File: config.mk
export PLATFORM = sky130hd
export DESIGN_NAME = dmem_arbiter_flat
export DESIGN_NICKNAME = d
export VERILOG_FILES = /design/src/rtl/dmem_arb_pkg.sv /design/src/rtl/dmem_arbiter_if.sv /design/src/rtl/dmem_arb_starve_cnt.sv /design/src/rtl/dmem_arbiter.sv /design/src/flat_wrapper.sv
export SDC_FILE = /design/constraint.sdc
export NUM_CORES = 1
export LEC_CHECK = 0
export CORE_AREA = 5 5 107 109
export CTS_CLUSTER_SIZE = 16
export DETAILED_ROUTE_END_ITERATION = 10
export DIE_AREA = 0 0 112 114
export GPL_TIMING_DRIVEN = 0
export PLACE_DENSITY = 0.81
export SETUP_SLACK_MARGIN = 0.02
export SLEW_MARGIN = 20
export SYNTH_ARGS = -nofsm -noshare
export SYNTH_HDL_FRONTEND = slang
export SYNTH_SLANG_ARGS = --single-unit
File: constraint.sdc
create_clock -name clk -period 2.45 [get_ports clk]
set_input_delay 0.49 -clock clk [delete_from_list [all_inputs] [get_ports clk]]
set_output_delay 0.49 -clock clk [all_outputs]
set_load 0.02 [all_outputs]
File: src/rtl/dmem_arb_pkg.sv
// Shared types and constants for the data-memory arbiter.
// Optional feature macro used by the top: DMEM_ARB_PERF_EN.
package dmem_arb_pkg;

  typedef enum logic {
    S_CORE  = 1'b0,
    S_FORCE = 1'b1
  } arb_state_e;

  // Debug accesses are always full-word.
  localparam logic [3:0] DBG_BE_FULL = 4'hF;

  // Low byte-address bits that must be zero for a word-aligned access.
  localparam logic [31:0] WORD_ALIGN_MASK = 32'h0000_0003;

  // Returns 1 when a debug byte address is misaligned or beyond the dmem depth.
  function automatic logic dbg_addr_bad(input logic [31:0] addr, input int unsigned addr_w);
    logic [31:0] hi_mask;
    hi_mask = 32'hFFFF_FFFF << (addr_w + 2);
    return ((addr & hi_mask) != 32'd0) || ((addr & WORD_ALIGN_MASK) != 32'd0);
  endfunction

endpackage

File: src/rtl/dmem_arbiter_if.sv
// Bus bundle between the core MEM stage, the debug/loader port and dmem.
// The slave modport is the arbiter's view; master is the surrounding system.
interface dmem_arbiter_if #(
  parameter int ADDR_W = 8
) ();
  logic              core_req;
  logic              core_we;
  logic [3:0]        core_be;
  logic [31:0]       core_addr;
  logic [31:0]       core_wdata;
  logic [31:0]       core_rdata;
  logic              core_stall;

  logic              dbg_req;
  logic              dbg_we;
  logic [31:0]       dbg_addr;
  logic [31:0]       dbg_wdata;
  logic              dbg_gnt;
  logic              dbg_rvalid;
  logic [31:0]       dbg_rdata;
  logic              dbg_err;

  logic              mem_en;
  logic              mem_we;
  logic [3:0]        mem_be;
  logic [ADDR_W-1:0] mem_addr;
  logic [31:0]       mem_wdata;
  logic [31:0]       mem_rdata;

  modport slave (
    input  core_req, core_we, core_be, core_addr, core_wdata,
    output core_rdata, core_stall,
    input  dbg_req, dbg_we, dbg_addr, dbg_wdata,
    output dbg_gnt, dbg_rvalid, dbg_rdata, dbg_err,
    output mem_en, mem_we, mem_be, mem_addr, mem_wdata,
    input  mem_rdata
  );

  modport master (
    output core_req, core_we, core_be, core_addr, core_wdata,
    input  core_rdata, core_stall,
    output dbg_req, dbg_we, dbg_addr, dbg_wdata,
    input  dbg_gnt, dbg_rvalid, dbg_rdata, dbg_err,
    input  mem_en, mem_we, mem_be, mem_addr, mem_wdata,
    output mem_rdata
  );
endinterface

File: src/rtl/dmem_arb_starve_cnt.sv
// Counts consecutive cycles a debug request is blocked by the core and
// raises force_req on the cycle the limit is reached.
module dmem_arb_starve_cnt #(
  parameter int MAX_WAIT = 4
) (
  input  logic clk,
  input  logic rst_n,
  input  logic in_core,
  input  logic core_req,
  input  logic dbg_req,
  input  logic dbg_gnt,
  output logic force_req
);

  logic [3:0] wait_cnt;

  // Force when the block reaches MAX_WAIT cycles including this one.
  assign force_req = in_core && core_req && dbg_req && (wait_cnt == 4'(MAX_WAIT - 1));

  // Wait counter: grows only while dbg is blocked by the core, clears otherwise.
  always_ff @(posedge clk or negedge rst_n) begin
    if (!rst_n) begin
      wait_cnt <= 4'd0;
    end else if (!in_core || !dbg_req || dbg_gnt || force_req) begin
      wait_cnt <= 4'd0;
    end else if (core_req) begin
      wait_cnt <= wait_cnt + 4'd1;
    end
  end

endmodule

File: src/rtl/dmem_arbiter.sv
// Arbiter sharing single-port dmem between the core MEM stage (fixed
// priority) and a debug/loader port, with a starvation-forced core stall.
// Optional macro DMEM_ARB_PERF_EN adds saturating perf counters.
module dmem_arbiter
  import dmem_arb_pkg::*;
#(
  parameter int ADDR_W   = 8,
  parameter int MAX_WAIT = 4
) (
  input  logic clk,
  input  logic rst_n,
  dmem_arbiter_if.slave bus
`ifdef DMEM_ARB_PERF_EN
  ,
  output logic [15:0] perf_stall_cnt,
  output logic [15:0] perf_dbg_cnt
`endif
);

  arb_state_e state, state_nxt;
  logic       force_req;
  logic       dbg_gnt_c;
  logic       core_acc;
  logic       dbg_bad;
  logic       dbg_rd_ok;
  logic       core_addr_unused;

  // Core addresses are deliberately truncated; the dropped bits are not checked.
  assign core_addr_unused = ^{bus.core_addr[31:ADDR_W+2], bus.core_addr[1:0]};

  assign dbg_bad    = dbg_addr_bad(bus.dbg_addr, ADDR_W);
  assign dbg_rd_ok  = dbg_gnt_c && !bus.dbg_we && !dbg_bad;

  assign bus.dbg_gnt    = dbg_gnt_c;
  assign bus.dbg_err    = dbg_gnt_c && dbg_bad;
  assign bus.core_stall = (state == S_FORCE);
  assign bus.core_rdata = bus.mem_rdata;

  dmem_arb_starve_cnt #(.MAX_WAIT(MAX_WAIT)) u_starve (
    .clk      (clk),
    .rst_n    (rst_n),
    .in_core  (state == S_CORE),
    .core_req (bus.core_req),
    .dbg_req  (bus.dbg_req),
    .dbg_gnt  (dbg_gnt_c),
    .force_req(force_req)
  );

  // State register.
  always_ff @(posedge clk or negedge rst_n) begin
    if (!rst_n) state <= S_CORE;
    else        state <= state_nxt;
  end

  // Next state, grant decision and memory-port mux.
  always_comb begin
    state_nxt     = state;
    dbg_gnt_c     = 1'b0;
    core_acc      = 1'b0;
    bus.mem_en    = 1'b0;
    bus.mem_we    = 1'b0;
    bus.mem_be    = 4'h0;
    bus.mem_addr  = '0;
    bus.mem_wdata = 32'd0;
    case (state)
      S_CORE: begin
        if (bus.core_req)     core_acc  = 1'b1;
        else if (bus.dbg_req) dbg_gnt_c = 1'b1;
        if (force_req)        state_nxt = S_FORCE;
      end
      S_FORCE: begin
        dbg_gnt_c = bus.dbg_req;
        state_nxt = S_CORE;
      end
      default: state_nxt = S_CORE;
    endcase
    if (core_acc) begin
      bus.mem_en    = 1'b1;
      bus.mem_we    = bus.core_we;
      bus.mem_be    = bus.core_be;
      bus.mem_addr  = bus.core_addr[ADDR_W+1:2];
      bus.mem_wdata = bus.core_wdata;
    end else if (dbg_gnt_c && !dbg_bad) begin
      bus.mem_en    = 1'b1;
      bus.mem_we    = bus.dbg_we;
      bus.mem_be    = DBG_BE_FULL;
      bus.mem_addr  = bus.dbg_addr[ADDR_W+1:2];
      bus.mem_wdata = bus.dbg_wdata;
    end
  end

  // Debug read return: capture at the edge ending the grant cycle.
  always_ff @(posedge clk or negedge rst_n) begin
    if (!rst_n) begin
      bus.dbg_rvalid <= 1'b0;
      bus.dbg_rdata  <= 32'd0;
    end else begin
      bus.dbg_rvalid <= dbg_rd_ok;
      if (dbg_rd_ok) bus.dbg_rdata <= bus.mem_rdata;
    end
  end

`ifdef DMEM_ARB_PERF_EN
  // Saturating counts of forced stall cycles and debug grants (errors included).
  always_ff @(posedge clk or negedge rst_n) begin
    if (!rst_n) begin
      perf_stall_cnt <= 16'd0;
      perf_dbg_cnt   <= 16'd0;
    end else begin
      if (state == S_FORCE && perf_stall_cnt != 16'hFFFF) perf_stall_cnt <= perf_stall_cnt + 16'd1;
      if (dbg_gnt_c && perf_dbg_cnt != 16'hFFFF)          perf_dbg_cnt   <= perf_dbg_cnt + 16'd1;
    end
  end
`endif

endmodule

File: src/flat_wrapper.sv
// flat-port wrapper written by rule: the top's interface ports become plain ports
module dmem_arbiter_flat import dmem_arb_pkg::*;
#(
  parameter int ADDR_W   = 8,
  parameter int MAX_WAIT = 4
)
  (clk, rst_n, bus_core_req, bus_core_we, bus_core_be, bus_core_addr, bus_core_wdata, bus_core_rdata, bus_core_stall, bus_dbg_req, bus_dbg_we, bus_dbg_addr, bus_dbg_wdata, bus_dbg_gnt, bus_dbg_rvalid, bus_dbg_rdata, bus_dbg_err, bus_mem_en, bus_mem_we, bus_mem_be, bus_mem_addr, bus_mem_wdata, bus_mem_rdata);
  dmem_arbiter_if #(.ADDR_W(ADDR_W)) bus_i ();
  input  logic clk;
  input  logic rst_n;
  input wire logic [$bits(bus_i.core_req)-1:0] bus_core_req;
  input wire logic [$bits(bus_i.core_we)-1:0] bus_core_we;
  input wire logic [$bits(bus_i.core_be)-1:0] bus_core_be;
  input wire logic [$bits(bus_i.core_addr)-1:0] bus_core_addr;
  input wire logic [$bits(bus_i.core_wdata)-1:0] bus_core_wdata;
  output wire logic [$bits(bus_i.core_rdata)-1:0] bus_core_rdata;
  output wire logic [$bits(bus_i.core_stall)-1:0] bus_core_stall;
  input wire logic [$bits(bus_i.dbg_req)-1:0] bus_dbg_req;
  input wire logic [$bits(bus_i.dbg_we)-1:0] bus_dbg_we;
  input wire logic [$bits(bus_i.dbg_addr)-1:0] bus_dbg_addr;
  input wire logic [$bits(bus_i.dbg_wdata)-1:0] bus_dbg_wdata;
  output wire logic [$bits(bus_i.dbg_gnt)-1:0] bus_dbg_gnt;
  output wire logic [$bits(bus_i.dbg_rvalid)-1:0] bus_dbg_rvalid;
  output wire logic [$bits(bus_i.dbg_rdata)-1:0] bus_dbg_rdata;
  output wire logic [$bits(bus_i.dbg_err)-1:0] bus_dbg_err;
  output wire logic [$bits(bus_i.mem_en)-1:0] bus_mem_en;
  output wire logic [$bits(bus_i.mem_we)-1:0] bus_mem_we;
  output wire logic [$bits(bus_i.mem_be)-1:0] bus_mem_be;
  output wire logic [$bits(bus_i.mem_addr)-1:0] bus_mem_addr;
  output wire logic [$bits(bus_i.mem_wdata)-1:0] bus_mem_wdata;
  input wire logic [$bits(bus_i.mem_rdata)-1:0] bus_mem_rdata;
  assign bus_i.core_req = bus_core_req;
  assign bus_i.core_we = bus_core_we;
  assign bus_i.core_be = bus_core_be;
  assign bus_i.core_addr = bus_core_addr;
  assign bus_i.core_wdata = bus_core_wdata;
  assign bus_core_rdata = bus_i.core_rdata;
  assign bus_core_stall = bus_i.core_stall;
  assign bus_i.dbg_req = bus_dbg_req;
  assign bus_i.dbg_we = bus_dbg_we;
  assign bus_i.dbg_addr = bus_dbg_addr;
  assign bus_i.dbg_wdata = bus_dbg_wdata;
  assign bus_dbg_gnt = bus_i.dbg_gnt;
  assign bus_dbg_rvalid = bus_i.dbg_rvalid;
  assign bus_dbg_rdata = bus_i.dbg_rdata;
  assign bus_dbg_err = bus_i.dbg_err;
  assign bus_mem_en = bus_i.mem_en;
  assign bus_mem_we = bus_i.mem_we;
  assign bus_mem_be = bus_i.mem_be;
  assign bus_mem_addr = bus_i.mem_addr;
  assign bus_mem_wdata = bus_i.mem_wdata;
  assign bus_i.mem_rdata = bus_mem_rdata;
  dmem_arbiter #(.ADDR_W(ADDR_W), .MAX_WAIT(MAX_WAIT)) u_core (.clk(clk), .rst_n(rst_n), .bus(bus_i));
endmodule
==> results of run 1 <==
-- how the worst max path moves through the flow --
| stage | from | endpoint | slack [ns] | cells past startpoint |
|---|---|---|---|---|
| 2_1_floorplan | bus_dbg_addr[24] | bus_mem_wdata[25] | 0.14 | 5 |
| 3_3_place_gp | bus_dbg_addr[15] | bus_mem_wdata[25] | -1.56 | 7 |
| 3_5_place_dp | bus_dbg_addr[15] | bus_mem_wdata[25] | -1.62 | 7 |
| 4_1_cts | bus_dbg_addr[13] | bus_mem_wdata[17] | -0.06 | 9 |
| 5_1_grt | bus_dbg_addr[12] | bus_mem_wdata[17] | -0.17 | 9 |
| 6_report | bus_dbg_addr[29] | bus_mem_wdata[22] | -0.07 | 9 |
-- metrics by stage --
stage / instances / setup TNS [ns]
6_report: 609 / -1.59
5_1_grt: 609 / -5.81
4_1_cts: 610 / -1.31
3_5_place_dp: 589 / -93.41
3_3_place_gp: 588 / -87.66
2_1_floorplan: 189 / 0
-- synthesized netlist by cell type --
| master | number |
|---|---|
| a22o_1 | 41 |
| dfrtp_1 | 38 |
| buf_4 | 36 |
| mux2_1 | 30 |
| nor4_1 | 7 |
| nor2_1 | 6 |
| a21o_1 | 5 |
| clkbuf_1 | 5 |
| nand2_1 | 4 |
| buf_6 | 3 |
| mux2_2 | 3 |
| and4_1 | 1 |
| ha_1 | 1 |
| inv_1 | 1 |
| nand2b_1 | 1 |
| nand3_1 | 1 |
| nand4_1 | 1 |
| nor2b_1 | 1 |
| nor3_2 | 1 |
| nor3b_1 | 1 |
| nor4_4 | 1 |
| xor2_1 | 1 |
-- sequential cells by signal, summed over array words and instances, names as in the netlist --
signal,cells
u_core.u_starve.wait_cnt,4
u_core.bus.dbg_rvalid,1
u_core.bus.core_stall,1
u_core.bus.dbg_rdata,32
-- logic make-up after synthesis --
logic type	after synthesis	synth area share [%]
xor gates and xnor gates	1	0.395
muxes	33	16.7
AOI/OAI and AO/OA	46	17.9
adders and majority gates	1	0.564
and+or+nand+nor	25	6.88
buffers and inverters	45	14.7
DFF	38	42.8
-- placed cells by master (no fill, tap or decap) --
master / count
nor2_1: 6
mux2_2: 3
clkdlybuf4s50_1: 186
inv_1: 1
dfrtp_1: 38
mux2_1: 30
nor3_4: 1
dlygate4sd2_1: 9
nand2b_4: 1
buf_16: 2
buf_2: 11
buf_8: 1
clkbuf_2: 4
nor3b_1: 1
a21o_1: 5
a22o_1: 41
clkdlybuf4s15_1: 4
clkbuf_8: 6
nand3_1: 1
nor2b_4: 1
xor2_1: 1
clkbuf_1: 2
nand2_1: 4
nor4_1: 1
nand4_1: 1
nor4_4: 2
ha_1: 1
clkbuf_4: 1
and4_1: 1
buf_6: 49
buf_4: 48
nor4_2: 5
bufinv_16: 1
-- timing repair --
item / in CTS / in global routing
buffers inserted: 13 / 1
pin swaps: 14 / 10
gates cloned: 4 / 0
setup endpoints to repair: 80 / 77
gates resized for setup: 361 / 12
hold buffers: 0 / 0
-- layer usage --
metal	vias up	wire (µm)	track usage [%]	part of all wire [%]
li1	1234	-	-	-
met2	186	5620	31.2	52
met1	1182	3480	15.0	32
met5	-	0	0	0
met4	0	520	7.85	4.8
met3	22	1280	7.27	12
-- worst max-delay path, stage by stage --
cell and delay (ns):
buf_2 0.11, nor4_2 0.28, nand4_1 0.14, buf_6 0.16
nor3_4 0.23, buf_6 0.20, buf_6 0.13, a22o_1 0.14
buf_6 0.13
-- area by class of cell --
type                       instances  area (µm²)  share of cell area, %
clock buffer                       6        82.6                   1.56
timing repair buffer             275        2730                   51.4
buffer                            42         325                   6.13
sequential                        38         951                   17.9
clock inverter                     1        30.0                  0.566
multi-input combinational        106        1010                   19.0
tap                              140         175                   3.30
inverter                           1        3.75                 0.0708
-- where the power goes --
group	internal [mW]	leakage, nW	switching (mW)	total [mW]
clock network	0.326	0.0573	0.207	0.533
registers	0.628	0.530	0.00119	0.630
logic	0.378	1.88	0.237	0.614
total	1.33	2.47	0.445	1.78
==> impl_metrics.csv, run 1 <==
group,metric,value,unit
cells_and_area,area_growth,139,%
floorplanning,die_h,114,µm
timing,setup_slack,-0.0717,ns
power,ir_drop,0.000208,V
floorplanning,die_w,112,µm
floorplanning,start_util,21.1,%
global_routing,grt_pass1_wl,16300,µm
critical_path,worstPathRequired,1.96,ns
job,max-cap-violations,0,
synthesis,yosysWarnings,0,
clock_network,insertion_delay,0.28,ns
timing,finalHoldWorstSlack,0.143,ns
timing,hold_viol_final,0,
clock_network,cts-buffers-inserted,5,
timing,slew_headroom,62.6,%
timing,fin_crit,2.52,ns
floorplanning,dieArea,12800,µm²
placement,place.gp.congestion,0.823,
critical_path,ff2ff_path_depth,6,
global_routing,antenna_found_initial,0,
global_routing,grt_pass1_vias,2970,
routing,drc_errors,0,
floorplanning,ios,284,
critical_path,worstPathMaxFanout,7,
routing,drtAntennaViolNets,0,
synthesis,synth_top_area_share,42.8,%
critical_path,start_kind,"primary input",
synthesis,synth.ff_latch_count,38,
timing,rsz0062_at_grt,"true",
synthesis,synthesis.nets,360,
placement,hpwl,9480,µm
critical_path,endpoint_kind,"output pin",
clock_network,cts_sinks,38,
min_path,hold_class,"primary input to asynchronous set/reset pin",
timing,period_share,103,%
synthesis,syn-cell-area,2220,µm²
synthesis,syn_area_per_cell,11.7,µm²
routing,drt_pass1_iterations,4,
floorplanning,core_area,10500,µm²
clock_network,ctsLongestPathBuffers,2,
critical_path,r2r_setup_slack,0.46,ns
timing,fin_skew,0.00521,ns
critical_path,critPathArrivalTime,2.03,ns
cells_and_area,layout-drive-gt1-share,29.0,%
synthesis,synth_cell_types,22,
synthesis,yosysTopAreaCell,"dfrtp_1",
cells_and_area,num-nets-final,640,
routing,drt-initial-drc-count,60,
cells_and_area,fin_area,5310,µm²
placement,placed_area,5010,µm²
synthesis,ys_seq_area_share,42.8,%
critical_path,crit_type,"primary input to output pin",
synthesis,yosys-top-cells-area,"dfrtp_1 (43%), a22o_1 (16%), mux2_1 (15%), buf_4 (12%), nor4_1 (2.0%)",
routing,routed_wl,10900,µm
critical_path,rr_endpoint,"u_core.bus.dbg_rdata[11]",
clock_network,cts_tree,"yes",
global_routing,grt_max_degree,22,
status,violations,"negative setup slack",
timing,fmax,0.397,GHz
cells_and_area,post-route-util,50.5,%
clock_network,cts_max_level,2,
power,leakage,2.47,nW
routing,wl_per_cell,17.9,µm
floorplanning,rows,38,
power,total_power,1.78,mW
timing,drv_slew,0,
clock_network,path_clk_slew,0.08,ns
placement,pre_cts_ws,-1.62,ns
power,power.density,335,nW/µm²
placement,io_buffers,259,
synthesis,syn_inst,189,
critical_path,r2r_start,"u_core.bus.core_stall",
cells_and_area,antennaDiodeCount,0,
cells_and_area,final.fill_count,946,
timing,tightest_slew,0.557,ns
global_routing,track_usage,16.5,%
status,outcome,"finished, violations left",
routing,viasPerCell,4.31,
timing,setup_viol,39,
global_routing,grt_overflow,0,
clock_network,cts_root_buf,"clkbuf_8",
routing,vias,2624,
No activity file was read; power rests on OpenSTA's default activity.
==> run 2, diff against run 1 <==
GPL_ROUTABILITY_DRIVEN = 0   (was unset)
SLEW_MARGIN = unset   (was 20)
==> run 2 against run 1 <==
- the flow still finishes with violations (negative setup slack)
- clock power increased by 19%
- maximum frequency up 0.68%
- flip-flop and latch count unchanged
- combinational power about the same
- non-clock buffer count grew 2
- register-to-register slack about the same
- sequential share of layout area fell by 0.29 points
- final cell count is 0.49% higher
- clock-buffer cell count decreased by 1
- critical path type unchanged
- critical endpoint is now bus_mem_wdata[25]
- largest power group is now the clock network
==> impl_metrics.csv, run 2 (synthesis gave the netlist of run 1 again) <==
group,metric,value,unit
status,outcome,"finished, violations left",
status,violations,"negative setup slack",
cells_and_area,area_growth,143,%
floorplanning,rows,38,
timing,slew_headroom,44.3,%
critical_path,worstPathMaxFanout,5,
cells_and_area,final_common_cell,"clkdlybuf4s50_1",
global_routing,antenna_found_initial,0,
critical_path,crit_top_cell,"buf_6",
routing,wl_met2,5870,µm
cells_and_area,largest_reg_flops,32,
critical_path,slowest_stage,"nor4_4",
timing,period_share,102,%
clock_network,cts_hold_buf,0,
routing,drt-initial-drc-count,62,
routing,wl_met3,1200,µm
cells_and_area,final_cells,612,
floorplanning,core_area,10500,µm²
critical_path,endpoint_kind,"output pin",
clock_network,path_clk_slew,0.08,ns
cells_and_area,mostFrequentLayoutCells,"clkdlybuf4s50_1 (185), buf_6 (58), buf_4 (42), a22o_1 (41), dfrtp_1 (38)",
timing,setup_viol,32,
timing,fmax,0.399,GHz
critical_path,cpPeakStageDelay,0.27,ns
cells_and_area,layout-drive-gt1-share,30.1,%
routing,wl_per_cell,18.0,µm
min_path,hold_class,"primary input to asynchronous set/reset pin",
cells_and_area,post-route-util,51.3,%
placement,hpwl,9430,µm
critical_path,worstPathRequired,1.96,ns
clock_network,cts_sinks,38,
critical_path,crit_type,"primary input to output pin",
cells_and_area,top_register,"u_core.bus.dbg_rdata",
clock_network,cts-buffers-inserted,5,
floorplanning,die_h,114,µm
floorplanning,ios,284,
timing,tightest_slew,0.835,ns
timing,hold_viol_final,0,
routing,routed_wl,11000,µm
routing,drtAntennaViolNets,0,
placement,io_buffers,259,
timing,drv_slew,0,
global_routing,grt_max_degree,39,
clock_network,cts_tree,"yes",
clock_network,ctsLongestPathBuffers,2,
cells_and_area,antennaDiodeCount,0,
critical_path,crit_buf_inv,6,
clock_network,cts_root_buf,"clkbuf_8",
routing,routed.top_layer,"met4",
routing,drc_errors,0,
global_routing,track_usage,16.3,%
timing,fin_crit,2.50,ns
clock_network,cts_max_level,2,
critical_path,critPathArrivalTime,2.01,ns
power,leakage,2.50,nW
global_routing,grt_pass1_wl,16200,µm
routing,drt_pass1_iterations,4,
placement,place_inst,588,
floorplanning,start_util,21.1,%
floorplanning,dieArea,12800,µm²
floorplanning,die_w,112,µm
timing,rsz0062_at_grt,"true",
cells_and_area,num-nets-final,642,
critical_path,start_kind,"primary input",
power,ir_drop,0.000229,V
timing,fin_skew,0.00456,ns
timing,setup_slack,-0.0547,ns
critical_path,worstPathCellList,"buf_6 -> nor4_4 -> nand4_1 -> buf_6 -> nor3_4 -> buf_12 -> buf_8 -> buf_6 -> a22o_1 -> buf_6",
global_routing,grt_pass1_vias,2950,
routing,vias,2666,
routing,wl_met1,3480,µm
global_routing,grt_overflow,0,
power,power.density,348,nW/µm²
clock_network,insertion_delay,0.28,ns
cells_and_area,reg.largest.list,"u_core.bus.dbg_rdata x32, u_core.u_starve.wait_cnt x4",
routing,viasPerCell,4.36,
critical_path,cp_top_family,"buffers and inverters",
timing,finalHoldWorstSlack,0.299,ns
timing,tns,-0.919,ns
job,max-cap-violations,0,
-- run 2: cell types whose count changed in the layout (fill, tap and decap cells not counted), sizes merged --
cell,previous run,this run
clkbuf,13,14
clkdlybuf4s50,186,185
buf,111,114
dlygate4sd2,9,10
clkdlybuf4s15,4,1
clkinv,0,1
bufinv,1,2
-- run 2: final timing paths --
kind	cells after the start	start	to	slack, ns
worst min register to register	1	u_core.u_starve.wait_cnt[0]	u_core.u_starve.wait_cnt[0]	0.47
worst max register to register	6	u_core.bus.core_stall	u_core.bus.dbg_rdata[17]	0.46
min in group clk	1	u_core.u_starve.wait_cnt[0]	u_core.u_starve.wait_cnt[0]	0.47
worst min-delay path	1	rst_n	u_core.bus.dbg_rdata[18]	0.30
worst max-delay path	10	bus_dbg_addr[12]	bus_mem_wdata[25]	-0.05
max in group asynchronous	1	rst_n	u_core.u_starve.wait_cnt[3]	1.62
-- run 2: area by class of cell --
cell class	instances	area, µm²
multi-input combinational	106	1020
timing repair buffer	276	2770
clock buffer	5	68.8
tap	140	175
buffer	43	334
clock inverter	3	68.8
inverter	1	3.75
fill	945	5110
sequential	38	951
-- run 2: routing by layer --
metal  global-route usage (%)  up-vias
met3                     6.15       21
met4                     6.73        0
met2                     32.1      188
met5                        0        -
li1                         -     1241
met1                     15.1     1216
-- run 2: metrics by stage --
stage	instance area, µm²	worst slack, ns	power, mW
2_1_floorplan	2220	0.141	0.833
3_3_place_gp	4990	-1.56	1.24
3_5_place_dp	4980	-1.46	1.25
4_1_cts	5300	-0.0675	1.90
5_1_grt	5390	-0.156	1.96
6_report	5390	-0.0547	1.88
-- run 2: what timing repair did --
action,4_1_cts,5_1_grt
resized for setup,357,37
endpoints found under the setup margin,80,55
pin swaps,18,22
gates cloned,4,0
buffers inserted,14,4
-- run 2: worst register-to-register path, cell delays in order, from the launching register on --
cell,delay (ns)
dfrtp_1,0.40
nor2b_4,0.07
nand2b_4,0.16
buf_4,0.16
nor4_4,0.52
buf_6,0.23
mux2_1,0.35
-- run 2: where the power goes --
part	internal, mW	switching, mW
clock network	0.408	0.226
registers	0.628	0.00115
logic	0.377	0.238
==> run 3, diff against run 2 <==
ABC_AREA = 0   (was unset)
==> results of run 3 <==
The final DEF is identical to that of run 2; final timing and power are the same.
